==> src/rtl/input_pack_mem.sv <==
// Byte-to-word packer: gathers 16 pixel bytes into one 128-bit frame-memory write.
// Build option: define INPUT_PACK_PARTIAL_FLUSH_EN to write out a partial word on abort.
module input_pack_mem #(
    parameter int unsigned FRAME_WORDS = 19200
) (
    input  logic         clock,
    input  logic         reset_n,
    input  logic         start,
    input  logic         input_base_offset,
    input  logic [7:0]   DataIn,
    input  logic         DataValid,
    output logic [15:0]  WriteAddress,
    output logic [127:0] WriteBus,
    output logic         WriteEnable,
    output logic         done
);

    typedef enum logic [1:0] {
        ST_IDLE = 2'd0,
        ST_FILL = 2'd1,
        ST_DONE = 2'd2
    } state_e;

    localparam logic [14:0] LAST_WORD = 15'(FRAME_WORDS - 1);

    state_e         state_q, state_d;
    logic           base_q, base_d;
    logic [14:0]    word_index_q, word_index_d;
    logic [3:0]     byte_count_q, byte_count_d;
    logic [127:0]   lane_q, lane_d;
    logic [15:0]    addr_q, addr_d;
    logic [127:0]   bus_q, bus_d;
    logic           wen_q, wen_d;
    logic           done_q, done_d;

    always_comb begin
        // NOTE: every signal gets its hold value first so no path through the case infers a latch.
        state_d      = state_q;
        base_d       = base_q;
        word_index_d = word_index_q;
        byte_count_d = byte_count_q;
        lane_d       = lane_q;
        addr_d       = addr_q;
        bus_d        = bus_q;
        wen_d        = 1'b0;
        done_d       = 1'b0;

        case (state_q)
            ST_IDLE: begin
                // Bytes presented while idle, including the cycle start rises, are dropped.
                if (start) begin
                    state_d      = ST_FILL;
                    base_d       = input_base_offset;
                    word_index_d = '0;
                    byte_count_d = '0;
                    lane_d       = '0;
                end
            end

            ST_FILL: begin
                if (!start) begin
                    state_d = ST_IDLE;
`ifdef INPUT_PACK_PARTIAL_FLUSH_EN
                    // Unfilled lanes are already zero because lanes clear after every word.
                    if (byte_count_q != 4'd0) begin
                        wen_d  = 1'b1;
                        addr_d = {base_q, word_index_q};
                        bus_d  = lane_q;
                    end
`endif
                    byte_count_d = '0;
                    lane_d       = '0;
                end else if (DataValid) begin
                    lane_d[{byte_count_q, 3'b000} +: 8] = DataIn;
                    byte_count_d = byte_count_q + 4'd1;
                    if (byte_count_q == 4'd15) begin
                        wen_d        = 1'b1;
                        addr_d       = {base_q, word_index_q};
                        bus_d        = {DataIn, lane_q[119:0]};
                        lane_d       = '0;
                        word_index_d = word_index_q + 15'd1;
                        if (word_index_q == LAST_WORD) begin
                            state_d = ST_DONE;
                        end
                    end
                end
            end

            ST_DONE: begin
                if (start) begin
                    done_d = 1'b1;
                end else begin
                    state_d = ST_IDLE;
                end
            end

            default: begin
                state_d = ST_IDLE;
            end
        endcase
    end

    // NOTE: state registers use non-blocking assignments so every flop samples pre-edge values.
    always_ff @(posedge clock or negedge reset_n) begin
        if (!reset_n) begin
            state_q      <= ST_IDLE;
            base_q       <= 1'b0;
            word_index_q <= '0;
            byte_count_q <= '0;
            lane_q       <= '0;
            addr_q       <= '0;
            bus_q        <= '0;
            wen_q        <= 1'b0;
            done_q       <= 1'b0;
        end else begin
            state_q      <= state_d;
            base_q       <= base_d;
            word_index_q <= word_index_d;
            byte_count_q <= byte_count_d;
            lane_q       <= lane_d;
            addr_q       <= addr_d;
            bus_q        <= bus_d;
            wen_q        <= wen_d;
            done_q       <= done_d;
        end
    end

    assign WriteAddress = addr_q;
    assign WriteBus     = bus_q;
    assign WriteEnable  = wen_q;
    assign done         = done_q;

endmodule

==> config.mk <==
export PLATFORM = sky130hd
export DESIGN_NAME = input_pack_mem
export DESIGN_NICKNAME = d
export VERILOG_FILES = /design/src/rtl/input_pack_mem.sv
export SDC_FILE = /design/constraint.sdc
export NUM_CORES = 1
export LEC_CHECK = 0
export ABC_CLOCK_PERIOD_IN_PS = 5200
export CELL_PAD_IN_SITES_DETAIL_PLACEMENT = 1
export CELL_PAD_IN_SITES_GLOBAL_PLACEMENT = 2
export CORE_MARGIN = 1
export CORE_UTILIZATION = 38
export CTS_CLUSTER_SIZE = 28
export DETAILED_ROUTE_END_ITERATION = 10
export PLACE_DENSITY = 0.95
export SYNTH_ARGS = -nofsm -noshare
export SYNTH_HDL_FRONTEND = slang
export SYNTH_SLANG_ARGS = --single-unit
export TNS_END_PERCENT = 10
==> constraint.sdc <==
create_clock -name clock -period 5.2 [get_ports clock]
set_clock_uncertainty 0.15 [all_clocks]
set_input_delay 1.56 -clock clock [delete_from_list [all_inputs] [get_ports clock]]
set_output_delay 1.56 -clock clock [all_outputs]
set_load 0.01 [all_outputs]
# Yosys cells after proc, flatten, opt, wreduce, memory -nomap -nowiden
# Cells that the tools add are included.
# Widths: inputs -> output; s select.
dict set report totals {
  reg_bits 296
  latch_bits 0
  mem_bits_rw 0
  rom_bits 0
  out_inout_bits 146
  n_memories 0
}
dict set report classes {
  add_sub_neg 3
  multipliers 0
  div_mod_pow 0
  magnitude_cmp 0
  eq_ne 12
  shift 2
  n_mux 28
  bitwise 0
  reduce_logical 7
}
# cell n
set ops {}
lappend ops {{$mux 128} 4}
lappend ops {{$pmux 128 s2} 1}
lappend ops {{$bwmux 128} 1}
lappend ops {{$shift 8x9->128 const A} 1}
lappend ops {{$shiftx 8x9->128} 1}
lappend ops {{$mux 15} 4}
lappend ops {{$pmux 15 s2} 1}
lappend ops {{$add 15x1->15 const B} 1}
lappend ops {{$eq 15x15->1 const B} 1}
lappend ops {{$mux 2} 6}
lappend ops {{$mux 4} 3}
lappend ops {{$ne 2x2->1 const B} 5}
lappend ops {{$reduce_and 5->1} 2}
lappend ops {{$ne 3x3->1 const B} 3}
lappend ops {{$neg 7->9} 1}
lappend ops {{$pmux 4 s2} 1}
lappend ops {{$mux 1} 6}
lappend ops {{$pmux 2 s3} 1}
lappend ops {{$add 4x1->4 const B} 1}
lappend ops {{$eq 4x4->1 const B} 1}
lappend ops {{$reduce_and 4->1} 1}
lappend ops {{$reduce_and 3->1} 1}
lappend ops {{$eq 2x1->1 const B} 1}
lappend ops {{$eq 2x2->1 const B} 1}
lappend ops {{other kinds (3)} 3}

# Logic depth before layout (Yosys ltp)
dict set report logic_depth {
  ltp_word 7
  ltp_mapped 11
  depth_no_buf 7
}

# Worst setup path after synthesis
# No wires, ideal clock.
dict set report synth_path {
  kind {input to register}
  from {input DataValid}
  to {register lane_q[100]}
  setup_time_ps 79
  arrival_ps 2885
  t_required_ps 4971
  path_slack_ps 2086
  path_stages 6
  n_path_buf 1
  cell_sequence {and3b_4 > or3_1 > buf_2 > or2_4 > nor2_8 > mux2i_1}
}
dict set report synth_between {
  elab_chain_cells 2
}
# item line_no
set synth_rtl {}
lappend synth_rtl {{from (decl)} 11} ;# input logic DataValid,
lappend synth_rtl {{$ne 3x3->1 (no line)} -}
lappend synth_rtl {{$reduce_and 3->1 (no line)} -}
lappend synth_rtl {{to (signal assigned)} 120} ;# lane_q <= lane_d;
lappend synth_rtl {{to (decl)} 30} ;# logic [127:0] lane_q, lane_d;
# Every way passes these cells.
# A chain may end at the register's enable or synchronous reset.

# Worst setup path in the final report
dict set report layout_path {
  from {input start}
  to {register bus_q[118] (netlist: WriteBus[118])}
}
dict set report layout_between {
  elab_chain_cells 1
}
# item line_no
set layout_rtl {}
lappend layout_rtl {{from (decl)} 8} ;# input logic start,
lappend layout_rtl {{$reduce_and 4->1 (no line)} -}
lappend layout_rtl {{to (signal assigned)} 122} ;# bus_q <= bus_d;
lappend layout_rtl {{to (decl)} 32} ;# logic [127:0] bus_q, bus_d;
# Every way passes these cells.

==> flow_summary.toml <==
[status]
status = "completed"

[sta]
worst_pin_slew_ns = 1.104
rsz0062_at_grt = "no"
slew_headroom_pct = 26.16
finalHoldViolations = 0
period_share_pct = 75.06
setup_tns_ns = 0
setup_ws_ns = 1.297
fmax_mhz = 256.2
period_needed_ns = 3.903
finalSetupViolCount = 0
slew_violations = 0

[synthesis]
synth_edf_count = 0
netlist_area_mm2 = 0.01166
syn_inst = 1148
yosys_most_used_dff = "dfrtp_1"
synth_seq_cells = 288
ys_seq_area_share_pct = 61.80
synth_fp_nets = 1166
synth.distinct_cells = 60
synth-async-reset-ratio_pct = 100.0
yosysWarningCount = 0
synth_area_per_cell_um2 = 10.16

[route]
drc_errors = 0
met2_wirelength_mm = 15.91
drtAntennaViolNets = 0
first_iter_violations = 497
via_per_inst = 5.251
top_layer_used = "met4"
routedWlPerCell_um = 19.19
m1WireLength_mm = 14.87
met3_wirelength_mm = 1.198
num_vias = 8932
first_pass_iters = 5
wl_mm = 32.65

[floorplanning]
die_h_um = 177.2
coreArea_mm2 = 0.02987
rows = 63
die_w_um = 177.2
start_util_pct = 39.03
fp.dieArea_mm2 = 0.03139
io_pins = 159

[critical_path]
path_class = "in -> reg"
crit_path_end_kind = "flip-flop"
crit_arrival_ns = 4.23
critPathMaxStageDelay_ns = 0.83
critPathRequiredTime_ns = 5.53
worst_setup_path_start_kind = "input port"
path_max_fanout = 87
slowest_stage = "buf_4"
crit_chain = "clkdlybuf4s50_1 -> and4b_1 -> nand3_4 -> buf_4 -> buf_4 -> nand2_1 -> nand2_1"

[clocking]
cts_resized = 0
postCtsHoldBufs = 0
clk_pin_slew_ns = 0.06
clock_latency_ns = 0.56
postCtsSetupBuffers = 0
cts-root-buf = "clkbuf_16"
cts_inserted_buffers = 31
clock_path_buffers = 3
cts_tree = "done"
cts_sinks = 288
h-tree-depth = 1

[cells_and_area]
drive_gt1_share_pct = 6.407
syn_to_final_growth_pct = 25.01
fillers = 3258
diodes = 0
layout.nets = 1306
fin_cells = 1701
finish.utilization_pct = 48.80

[flow_run]
drv_cap = 0

[grt]
antenna_found_initial = 0
grt_use_total_pct = 21.48
grt_pass1_vias = 9415
grt_max_degree = 118
grt_pass1_wl_mm = 53.05
grt.overflow.total = 0

[power]
max-vdd-ir-drop_uv = 247.2
power_density_mw_per_mm2 = 328.3
p_leak_nw = 7.092

[place]
pre_cts_slack_ns = 0.7370
gp_congestion = 0.8212
place_inst = 1645
dp_hpwl_mm = 20.87
io_buffers = 158

[min_path]
hold_class = "reg -> reg"
state kept, by name, indices dropped and copies added, names as in the netlist:
| name | flops |
|---|---|
| word_index_q | 15 |
| done | 1 |
| state_q | 2 |
| byte_count_q | 4 |
| lane_q | 120 |
| WriteEnable | 1 |
| WriteAddress | 16 |
| base_q | 1 |
| WriteBus | 128 |
layout make-up:
| type | instances | area (µm²) | area share (%) |
|---|---|---|---|
| Clock inverter | 8 | 71.32 | 0.4892 |
| Inverter | 5 | 21.27 | 0.1459 |
| Sequential cell | 288 | 7207 | 49.44 |
| Multi-Input combinational cell | 790 | 4151 | 28.48 |
| Timing Repair Buffer | 172 | 1729 | 11.86 |
| Clock buffer | 48 | 909.6 | 6.240 |
| Tap cell | 390 | 488.0 | 3.347 |
routing by layer:
layer	up-vias	GRT usage, %
li1	4081	-
met1	4599	29.43
met2	208	36.30
met3	44	2.405
met4	0	5.280
met5	-	0
where the power goes:
| group | internal [mW] | leakage (nW) | total (mW) | switching, mW |
|---|---|---|---|---|
| Sequential | 2.26 | 4.02 | 2.29 | 0.0293 |
| Combinational | 0.105 | 2.59 | 0.374 | 0.269 |
| Clock | 1.24 | 0.483 | 2.13 | 0.883 |
| Total | 3.60 | 7.09 | 4.79 | 1.18 |
logic make-up after synthesis:
kind of cell             share of synthesized area, %
multiplexers                                    2.843
flip-flops                                      61.80
buffers and inverters                           2.704
XOR/XNOR                                        1.127
adder cells (fa/ha/maj)                        0.5365
AO/OA/AOI/OAI                                   8.916
AND/OR/NAND/NOR                                 22.07
worst paths after layout:
check,startpoint,endpoint,slack [ns],cells after the start
worst max-delay path,start,WriteBus[118],1.30,7
worst min-delay path,lane_q[119],WriteBus[119],0.31,2
worst max register to register,byte_count_q[0],WriteBus[118],1.97,7
worst min register to register,lane_q[119],WriteBus[119],0.31,2
max in group asynchronous,reset_n,WriteBus[26],2.96,2
min in group asynchronous,reset_n,WriteBus[35],0.95,1
cell usage in the layout, fill, tap and decap left out, drive strengths merged, types with 3 or more instances in the layout:
cell and n:
nand2 502, dfrtp 288, clkdlybuf4s50 157, a22o 48, clkbuf 48, nor2 35, a32o 32, mux2i 32
o21ai 29, buf 15, nand3 14, xor2 10, nor3 10, and3 9, nand4 6, inv 6
nand2b 5, xnor2 5, ha 5, clkinv 5, nor2b 4, a21oi 4, nor3b 4, or2 3
Yosys cell counts, types with 3 or more instances:
master	count	area share, %
xnor2_1	5	0.38
nor2b_1	4	0.21
nand2_1	502	16
dfrtp_1	288	62
mux2i_1	32	2.7
nand2b_1	5	0.27
a21oi_1	3	0.13
o21ai_1	8	0.34
nor3_1	7	0.30
nor2_1	30	0.97
clkbuf_1	35	1.1
ha_1	5	0.54
a22o_1	48	3.6
a32o_1	32	2.7
buf_2	23	0.99
o21ai_0	20	0.86
inv_1	5	0.16
and3_1	9	0.48
nand4_1	6	0.32
xor2_1	10	0.75
nand3_1	14	0.60
through the flow:
stage | area [µm²] | hold WS [ns] | power, mW
after floorplan | 11660 | 0.2848 | 2.549
after global placement | 13600 | 0.2998 | 2.688
after detailed placement | 13600 | 0.3030 | 2.698
after CTS | 14580 | 0.3187 | 4.835
after global routing | 14580 | 0.3374 | 4.956
final | 14580 | 0.3146 | 4.785
critical path, delay by kind of cell:
family | cells | cell delay, ns
AND/OR/NAND/NOR | 4 | 0.69
buffers and inverters | 3 | 1.89
Power figures use the tool's default switching activity.
==> edit: new RTL, same settings <==
`word_index_q` and `addr_q` no longer have a reset.
--- a/src/rtl/input_pack_mem.sv
+++ b/src/rtl/input_pack_mem.sv
@@ -106,8 +106,6 @@
             state_q      <= ST_IDLE;
             base_q       <= 1'b0;
-            word_index_q <= '0;
             byte_count_q <= '0;
             lane_q       <= '0;
-            addr_q       <= '0;
             bus_q        <= '0;
             wen_q        <= 1'b0;
@@ -116,12 +114,15 @@
             state_q      <= state_d;
             base_q       <= base_d;
-            word_index_q <= word_index_d;
             byte_count_q <= byte_count_d;
             lane_q       <= lane_d;
-            addr_q       <= addr_d;
             bus_q        <= bus_d;
             wen_q        <= wen_d;
             done_q       <= done_d;
         end
+    end
+
+    always_ff @(posedge clock) begin
+        word_index_q <= word_index_d;
+        addr_q       <= addr_d;
     end
 
Formal check against the unedited RTL: same outputs for any inputs over 4 cycles, from zero or initial values and one cycle with reset_n low; that may be too few to reach the edited logic, so the function may still have changed.
==> edit against the unedited design <==
Utilization up 0.78 points. Area after synthesis down 2.7%. Die area down 2.6%. Combinational power down 48%. Cell area down 1.3%. Wire length down 10%. Setup slack worse by 95 ps. Total power down 1.3%. Sequential cell count unchanged. Critical path type unchanged.
==> edit: results (changes against the unedited design) <==
post-synth net total 803 (was 1,166); R2R Setup Slk 2050 ps (was 1970 ps); Worst EP arrival 4310 ps (was 4230 ps); Num CTS Buffers 29 (was 31); layout cells sized above 1 9.08% (was 6.41%); worst hold start base_q (was lane_q[119]); DRT iter0 DRCs 458 (was 497); DP HPWL 19,100 um (was 20,900 um); final net count 965 (was 1,306); dominant cells by area after synthesis dfrtp_1 (57%), mux2_1 (13%), edfxtp_1 (8.2%) (was dfrtp_1 (62%), nand2_1 (16%), a22o_1 (3.6%)); status finished, final reports clean (unchanged); worst hold slack 295 ps (was 315 ps); WHS Path Cells 0 (was 2); Max VDD drop 207 uV (was 247 uV); CP max FO 16 (was 87); Mean Syn Cell Area 14.5 sq um (was 10.2 sq um); Seq/Total Area, Yosys 64.9% (was 61.8%); wire length on met2 14,500 um (was 15,900 um); slowest cell on the critical path clkdlybuf4s50_1 (was buf_4); Overall Global Routing Usage 19.7% (was 21.5%); Skew-Pair Late Insertion Delay 540 ps (was 560 ps); DP Area 13,400 sq um (was 13,600 sq um); gpl congestion 0.818 (was 0.821); met3 routed WL 1310 um (was 1200 um); first-pass GRT wire length 46,700 um (was 53,000 um); commonest cells in the netlist dfrtp_1 (257), mux2_1 (128), a22o_1 (104) (was nand2_1 (502), dfrtp_1 (288), a22o_1 (48)); post-synth cell types 55 (was 60); Crit path max-delay family compound AO/OA/AOI/OAI gates (was buffers and inverters); worst setup path endpoint lane_q[26] (was WriteBus[118]); Synth async-reset ratio 89.2% (was 100%); Slew headroom 13.6% (was 26.2%); met2 GRT Util 32.9% (was 36.3%); total number of vias 7,294 (was 8,932); Switching Share 22.1% (was 24.7%); grt met1 use 26.7% (was 29.4%); CTS max path bufs 3 (unchanged); Highest Signal Layer met5 (was met4); max incr delay on CP 710 ps (was 830 ps); FF-to-FF path depth 7 (unchanged); fin cells 1,353 (was 1,701); wl on met1 13,000 um (was 14,900 um); largest net degree at the start of global routing 127 (was 118); FF-to-FF End lane_q[69] (was WriteBus[118]); P_leak 0.00660 uW (was 0.00709 uW); vias in the first global route 7,634 (was 9,415); number of synthesized flops with an enable pin 31 (was 0); final wirelength 29,400 um (was 32,600 um); Internal 3680 uW (was 3600 uW); post-synth top area share 56.7% (was 61.8%)
-- edit: cell types whose count changed after synthesis, sizes merged, moves of 5 or more --
cell / before / now
a22o: 48 / 104
a32o: 32 / 0
buf: 29 / 24
clkbuf: 36 / 13
dfrtp: 288 / 257
edfxtp: 0 / 31
inv: 5 / 13
mux2: 1 / 129
mux2i: 32 / 0
nand2: 502 / 36
nand3: 14 / 8
nor2: 35 / 30
nor3: 10 / 16
o31ai: 0 / 9
-- edit: cell families (layout without fill, tap and decap cells) --
group	count (synthesis)	after routing	synth area share, %
AOI/OAI and AO/OA	161	161	11.7
xor gates and xnor gates	16	16	1.37
adders and majority gates	5	5	0.551
buffers and inverters	50	234	1.94
DFF	288	288	64.9
muxes	129	129	12.8
and+or+nand+nor	136	136	6.75
-- edit: final cells by class --
cell class / count / area [sq um]
clock buffer: 34 / 764
clock inverter: 19 / 267
fill: 2871 / 14600
inverter: 13 / 48.8
multi-input combinational: 447 / 3770
sequential: 288 / 7360
tap: 384 / 480
timing repair buffer: 168 / 1690
